[config.mk]
export PLATFORM = sky130hd
export DESIGN_NAME = wb_stage
export DESIGN_NICKNAME = d
export VERILOG_FILES = /design/src/rtl/wb_stage.sv
export SDC_FILE = /design/constraint.sdc
export NUM_CORES = 1
export LEC_CHECK = 0
export ABC_CLOCK_PERIOD_IN_PS = 1900
export BUFFER_PORTS_ARGS = -buffer_cell sky130_fd_sc_hd__buf_2
export CAP_MARGIN = 20
export CORE_MARGIN = 2
export CORE_UTILIZATION = 48
export CTS_BUF_LIST = sky130_fd_sc_hd__clkbuf_2
export CTS_CLUSTER_DIAMETER = 40
export DETAILED_ROUTE_END_ITERATION = 6
export GPL_TIMING_DRIVEN = 0
export PLACE_DENSITY = 0.84
export SKIP_CTS_REPAIR_TIMING = 1
export SLEW_MARGIN = 0
export SYNTH_ARGS = -nofsm -noshare
export SYNTH_HDL_FRONTEND = slang
export SYNTH_SLANG_ARGS = --single-unit
[constraint.sdc]
create_clock -name clock -period 1.9 [get_ports clock]
set_clock_uncertainty 0.1 [all_clocks]
set_input_delay 0.19 -clock clock [delete_from_list [all_inputs] [get_ports clock]]
set_output_delay 0.19 -clock clock [all_outputs]
set_load 0.005 [all_outputs]
[src/rtl/wb_stage.sv]
`default_nettype none
// ============================================================================
//  Module   : wb_stage
//  Brief    : Writeback stage of the 8-bit RISC-V pipeline. It holds the
//             MEM/WB register, drives the register-file write port, exports
//             a forwarding tap and counts retired instructions.
//  Revision : 1.0  initial release
// ============================================================================
module wb_stage #(
    parameter int DATA_W     = 8,
    parameter int REG_ADDR_W = 5,
    parameter int CNT_W      = 16
) (
    input  logic                  clock,
    input  logic                  reset,
    input  logic                  mem_valid,
    input  logic                  mem_reg_write,
    input  logic                  mem_to_reg,
    input  logic [REG_ADDR_W-1:0] mem_rd,
    input  logic [DATA_W-1:0]     mem_alu_result,
    input  logic [DATA_W-1:0]     mem_load_data,
    input  logic                  stall,
    input  logic                  flush,
    output logic                  wb_ready,
    output logic                  reg_write,
    output logic [REG_ADDR_W-1:0] write_reg,
    output logic [DATA_W-1:0]     write_reg_data,
    output logic                  fwd_valid,
    output logic [REG_ADDR_W-1:0] fwd_rd,
    output logic [DATA_W-1:0]     fwd_data,
    output logic [CNT_W-1:0]      retired_count
);

    logic                  wb_valid_q,     wb_valid_d;
    logic                  wb_reg_write_q, wb_reg_write_d;
    logic [REG_ADDR_W-1:0] wb_rd_q,        wb_rd_d;
    logic [DATA_W-1:0]     wb_data_q,      wb_data_d;
    logic [CNT_W-1:0]      count_q,        count_d;

    // stall acts purely as a hold enable; the captured values never depend on it
    always_comb begin
        wb_valid_d     = wb_valid_q;
        wb_reg_write_d = wb_reg_write_q;
        wb_rd_d        = wb_rd_q;
        wb_data_d      = wb_data_q;
        count_d        = count_q;
        if (!stall) begin
            wb_valid_d     = mem_valid & ~flush;
            wb_reg_write_d = mem_valid & ~flush & mem_reg_write & (mem_rd != '0);
            wb_rd_d        = mem_rd;
            wb_data_d      = mem_to_reg ? mem_load_data : mem_alu_result;
            count_d        = count_q + {{(CNT_W-1){1'b0}}, wb_valid_q};
        end
    end

    always_ff @(posedge clock or negedge reset) begin
        if (!reset) begin
            wb_valid_q     <= 1'b0;
            wb_reg_write_q <= 1'b0;
            wb_rd_q        <= '0;
            wb_data_q      <= '0;
            count_q        <= '0;
        end else begin
            wb_valid_q     <= wb_valid_d;
            wb_reg_write_q <= wb_reg_write_d;
            wb_rd_q        <= wb_rd_d;
            wb_data_q      <= wb_data_d;
            count_q        <= count_d;
        end
    end

    assign wb_ready       = ~stall;
    assign reg_write      = wb_reg_write_q & ~stall;
    assign write_reg      = wb_rd_q;
    assign write_reg_data = wb_data_q;
    // forwarding stays live during a stall so the hazard unit can still bypass
    assign fwd_valid      = wb_reg_write_q;
    assign fwd_rd         = wb_rd_q;
    assign fwd_data       = wb_data_q;
    assign retired_count  = count_q;

endmodule
`default_nettype wire
==> impl_metrics.json, run 1 <==
{
  "grt-ovfl-total": 0,
  "maxCapViolCount": 0,
  "netlist_area_mm2": 0.00155,
  "die_w_um": 60.8,
  "clk_latency_ns": 0.37,
  "ir_worst_vdd_mv": 0.393,
  "violations": "negative hold slack",
  "final_cell_mix": "buf_2 (73), dfrtp_1 (31), nand2_1 (14), dlygate4sd3_1 (14), buf_4 (13)",
  "first_pass_iters": 4,
  "die_height_um": 60.8,
  "worstPathMaxFanout": 5,
  "async_flop_share_pct": 100,
  "die_area_mm2": 0.00369,
  "vias": 1278,
  "leakage_nw": 1.17,
  "synth_cells": 133,
  "p_per_area_mw_per_mm2": 751,
  "viasPerCell": 4.73,
  "core_mm2": 0.00305,
  "drt_first_iter_violations": 41,
  "synth-seq-cells": 31,
  "synthFlopType": "dfrtp_1",
  "rows": 20,
  "crit_type": "flop to flop",
  "gp_congestion": 0.741,
  "seq_area_um2": 776,
  "clock_sink_count": 31,
  "setup_viol": 0,
  "start_util_pct": 50.7,
  "antenna_found_initial": 0,
  "first_global_vias": 1132,
  "io-pin-count": 73,
  "yosys_warnings": 0,
  "syn_to_final_growth_pct": 39.7,
  "period_needed_ns": 1.65,
  "fmax_mhz": 606,
  "status": "finished, violations left",
  "wire_per_inst_um": 12.1,
  "grt_pass1_wl_um": 4930,
  "grt_start_max_net_pins": 32,
  "cts_tree": "yes",
  "relSlewSlack_pct": 56.0,
  "fill_cells": 245,
  "crit_required_ns": 2.09,
  "ys_types": 26,
  "drcViolationCount": 0,
  "post-place-ws_ns": 0.264,
  "holdWs_ns": -0.00503,
  "final_net_count": 256,
  "ant_nets": 0,
  "routed_wirelength_um": 3260,
  "cp_data_arrival_time_ns": 1.84,
  "cp-start-kind": "flop",
  "drv_slew": 0,
  "tns_ns": 0,
  "ys_seq_area_share_pct": 50.1,
  "period_share_pct": 86.9,
  "worstSetupEndpointType": "flop",
  "portBuffers": 71,
  "final.setup.worst_slack_ns": 0.249,
  "clockRootBuffer": "clkbuf_2",
  "antennaDiodeCount": 0,
  "drive_above_1_share_pct": 48.2,
  "cts_buffers": 5,
  "hold_class": "input pin to flop",
  "htree_levels": 2,
  "finalHoldViolations": 1,
  "rsz0062_at_grt": "false",
  "place_hpwl_um": 2390,
  "tightest_slew_ns": 0.660,
  "syn_avg_cell_area_um2": 11.6,
  "layout_commonest_cell": "buf_2",
  "clk_pin_slew_ns": 0.16,
  "synth_edf_count": 0,
  "grt.total_usage_pct": 18.7,
  "syn_nets": 164,
  "multi_input_area_um2": 642,
  "clk_path_buf_depth": 2
}
## critical path: stages (launching register included)
cell      delay [ns]
dfrtp_1         0.42
ha_1            0.20
ha_1            0.20
nand3b_2        0.15
nor4_2          0.34
xor2_1          0.18
## sequential cells by signal (all words and copies together) (netlist names)
signal / cells
fwd_data: 8
wb_valid_q: 1
retired_count: 16
fwd_valid: 1
fwd_rd: 5
## path summary, 6_finish.rpt
check	slack (ns)	end	start	depth (start not counted)
min in group asynchronous	0.27	retired_count[6]	reset	2
setup reg to reg	0.25	retired_count[14]	retired_count[0]	5
hold / removal	-0.005	fwd_data[7]	mem_alu_result[7]	3
max in group asynchronous	1.01	retired_count[5]	reset	2
setup / recovery	0.25	retired_count[14]	retired_count[0]	5
hold reg to reg	0.37	retired_count[15]	retired_count[15]	1
## power breakdown
group	leakage [nW]	total [mW]	internal [mW]	switching [mW]
Sequential	0.389	0.835	0.735	0.0994
Clock	0.0404	0.439	0.217	0.222
Combinational	0.738	0.350	0.213	0.137
## cells in the mapped netlist, types with 2 or more instances
library cell / n / area share [%]
dfrtp_1: 31 / 50
nand2_1: 14 / 3.4
buf_4: 13 / 6.3
o21ai_0: 9 / 2.9
xor2_1: 9 / 5.1
mux2i_1: 8 / 5.2
mux2_2: 7 / 5.1
nor4_2: 5 / 4.0
xnor2_1: 5 / 2.8
inv_1: 4 / 0.97
nor3_1: 4 / 1.3
ha_1: 3 / 2.4
nand4_1: 3 / 1.2
nor2_1: 3 / 0.73
buf_2: 2 / 0.65
clkbuf_1: 2 / 0.49
nand3_1: 2 / 0.65
## final cells by class
type	count	area share (%)
plain buffers	17	5.32
clock buffers	5	1.16
clock inverters	3	1.79
inverters	4	0.694
multi-input cells	81	29.7
flip-flops and latches	31	35.9
well taps	44	2.55
repair buffers	85	22.9
## routing by layer
layer	GRT usage, %	wire, µm	up-vias
li1	-	-	627
met3	7.25	240	6
met5	0	0	-
met4	9.01	42	0
met2	32.0	1740	57
met1	20.4	1240	588
## metrics by stage
step           power, mW  util [%]  instance area (µm²)  instances  hold slack (ns)
4_1_cts             1.61      66.2                 2020        256           -0.268
2_1_floorplan      0.999         -                 1550        133           -0.206
3_5_place_dp        1.18      64.1                 1960        248            0.162
3_3_place_gp        1.16      64.1                 1960        248            0.157
5_1_grt             1.73      70.8                 2160        270          0.00371
6_report            1.62      70.8                 2160        270         -0.00503
## cell families (layout without fill, tap and decap cells)
logic type | Yosys count | in the layout | share of synthesized area [%]
and+or+nand+nor | 39 | 39 | 17.4
DFF | 31 | 31 | 50.1
buffers and inverters | 21 | 114 | 8.41
muxes | 15 | 15 | 10.3
xor gates and xnor gates | 14 | 14 | 7.92
AOI/OAI and AO/OA | 10 | 10 | 3.48
adders and majority gates | 3 | 3 | 2.43
(Power assumes the default switching activity.)
==> run 2, diff against run 1 <==
--- a/config.mk
+++ b/config.mk
@@ -13,7 +13,7 @@
 export CTS_BUF_LIST = sky130_fd_sc_hd__clkbuf_2
 export CTS_CLUSTER_DIAMETER = 40
 export DETAILED_ROUTE_END_ITERATION = 6
-export GPL_TIMING_DRIVEN = 0
+export GPL_TIMING_DRIVEN = 1
 export PLACE_DENSITY = 0.84
 export SKIP_CTS_REPAIR_TIMING = 1
 export SLEW_MARGIN = 0
==> run 2 against run 1 <==
Effect of this change:
- the flow now finishes without violations
- global-route usage fell by 0.86 points
- register-to-register slack about the same
- sequential cell count did not move
- die area did not move
- worst hold slack better by 0.016 ns
- highest routed layer unchanged
==> impl_metrics.json, run 2 (synthesized netlist as in run 1, its figures left out) <==
{
  "vias": 1196,
  "die_height_um": 60.8,
  "final_net_count": 236,
  "core_mm2": 0.00305,
  "period_needed_ns": 1.66,
  "ir_worst_vdd_mv": 0.424,
  "hold_class": "input pin to flop",
  "routed_wirelength_um": 3060,
  "cp_data_arrival_time_ns": 1.84,
  "dr.max_layer_used": "met4",
  "worstSetupEndpointType": "flop",
  "p_comb_share_pct": 21.5,
  "maxCapViolCount": 0,
  "grt-ovfl-total": 0,
  "switching_share_pct": 30.5,
  "status": "complete, no violations",
  "finalHoldViolations": 0,
  "die_area_mm2": 0.00369,
  "crit_required_ns": 2.08,
  "wl_met3_um": 208,
  "gp_congestion": 0.764,
  "fmax_mhz": 602,
  "htree_levels": 2,
  "tns_ns": 0,
  "final.setup.worst_slack_ns": 0.239,
  "io-pin-count": 73,
  "grt.total_usage_pct": 17.9,
  "grt_pass1_wl_um": 4810,
  "wl_met1_um": 1210,
  "first_global_vias": 1144,
  "relSlewSlack_pct": 55.4,
  "layout_commonest_cell": "buf_2",
  "intPower_uw": 998,
  "antennaDiodeCount": 0,
  "post-place-cells": 233,
  "portBuffers": 72,
  "grt_start_max_net_pins": 32,
  "start_util_pct": 50.7,
  "clockRootBuffer": "clkbuf_2",
  "setup_viol": 0,
  "rsz0062_at_grt": "false",
  "syn_to_final_growth_pct": 28.1,
  "fill_cells": 274,
  "cp-start-kind": "flop",
  "final_cells": 250,
  "wire_per_inst_um": 12.3,
  "drive_above_1_share_pct": 46.1,
  "drcViolationCount": 0,
  "power.switching_uw": 437,
  "ant_nets": 0,
  "worstPathMaxFanout": 5,
  "drt_first_iter_violations": 76,
  "clk_latency_ns": 0.35,
  "antenna_found_initial": 0,
  "drv_slew": 0,
  "clock_sink_count": 31,
  "viasPerCell": 4.78,
  "largest_register_ffs": 16,
  "sequentialPowerShare_pct": 58.0,
  "rows": 20,
  "clkPwrFrac_pct": 20.5,
  "cts_buffers": 5,
  "period_share_pct": 87.4,
  "p_per_area_mw_per_mm2": 724,
  "first_pass_iters": 4,
  "clk_pin_slew_ns": 0.15,
  "place_hpwl_um": 2220,
  "tightest_slew_ns": 0.669,
  "clk_path_buf_depth": 2,
  "leakage_nw": 1.07,
  "cts_tree": "yes",
  "wl_met2_um": 1580,
  "die_w_um": 60.8,
  "post-place-ws_ns": 0.265,
  "final_cell_mix": "buf_2 (72), dfrtp_1 (31), nand2_1 (14)",
  "crit_type": "flop to flop",
  "post-route-util_pct": 65.0
}
[run 2: final timing paths]
kind,from,cells past startpoint,slack [ns],endpoint
worst max-delay path,retired_count[0],5,0.24,retired_count[14]
worst min-delay path,mem_alu_result[3],3,0.01,fwd_data[3]
worst max register to register,retired_count[0],5,0.24,retired_count[14]
worst min register to register,retired_count[15],1,0.39,retired_count[15]
max in group asynchronous,reset,2,0.98,retired_count[11]
min in group asynchronous,reset,2,0.29,retired_count[6]
[run 2: layer usage]
metal	vias to the layer above	GRT usage (%)
met2	53	31.3
li1	591	-
met5	-	0
met1	544	19.9
met4	0	8.39
met3	8	5.12
[run 2: metrics by stage]
step	hold slack (ns)	power [mW]	instance area, µm²
after CTS	-0.239	1.43	1890
after floorplan	-0.206	0.999	1550
after global placement	0.167	1.12	1860
after global routing	0.00295	1.54	1980
final	0.0109	1.44	1980
after detailed placement	0.170	1.14	1860
[run 2: layout make-up]
class | instances | area [µm²] | area share, %
Tap cell | 44 | 55.1 | 2.78
Timing Repair Buffer | 82 | 458 | 23.1
Sequential cell | 31 | 776 | 39.1
Inverter | 4 | 15.0 | 0.757
Multi-Input combinational cell | 81 | 642 | 32.4
Clock inverter | 2 | 7.51 | 0.379
Clock buffer | 6 | 30.0 | 1.51
[run 2: power groups by stage]
stage | sequential (mW) | clock, mW | combinational (mW)
after detailed placement | 0.844 | 0 | 0.298
after global placement | 0.837 | 0 | 0.284
after global routing | 0.849 | 0.341 | 0.347
after floorplan | 0.841 | 0 | 0.158
final | 0.832 | 0.295 | 0.308
after CTS | 0.831 | 0.305 | 0.297
[run 2: critical path, stage by stage (launching register included)]
cell and delay, ns:
dfrtp_1 0.42, ha_1 0.21, ha_1 0.21, nand3b_2 0.15, nor4_2 0.33, xor2_1 0.17
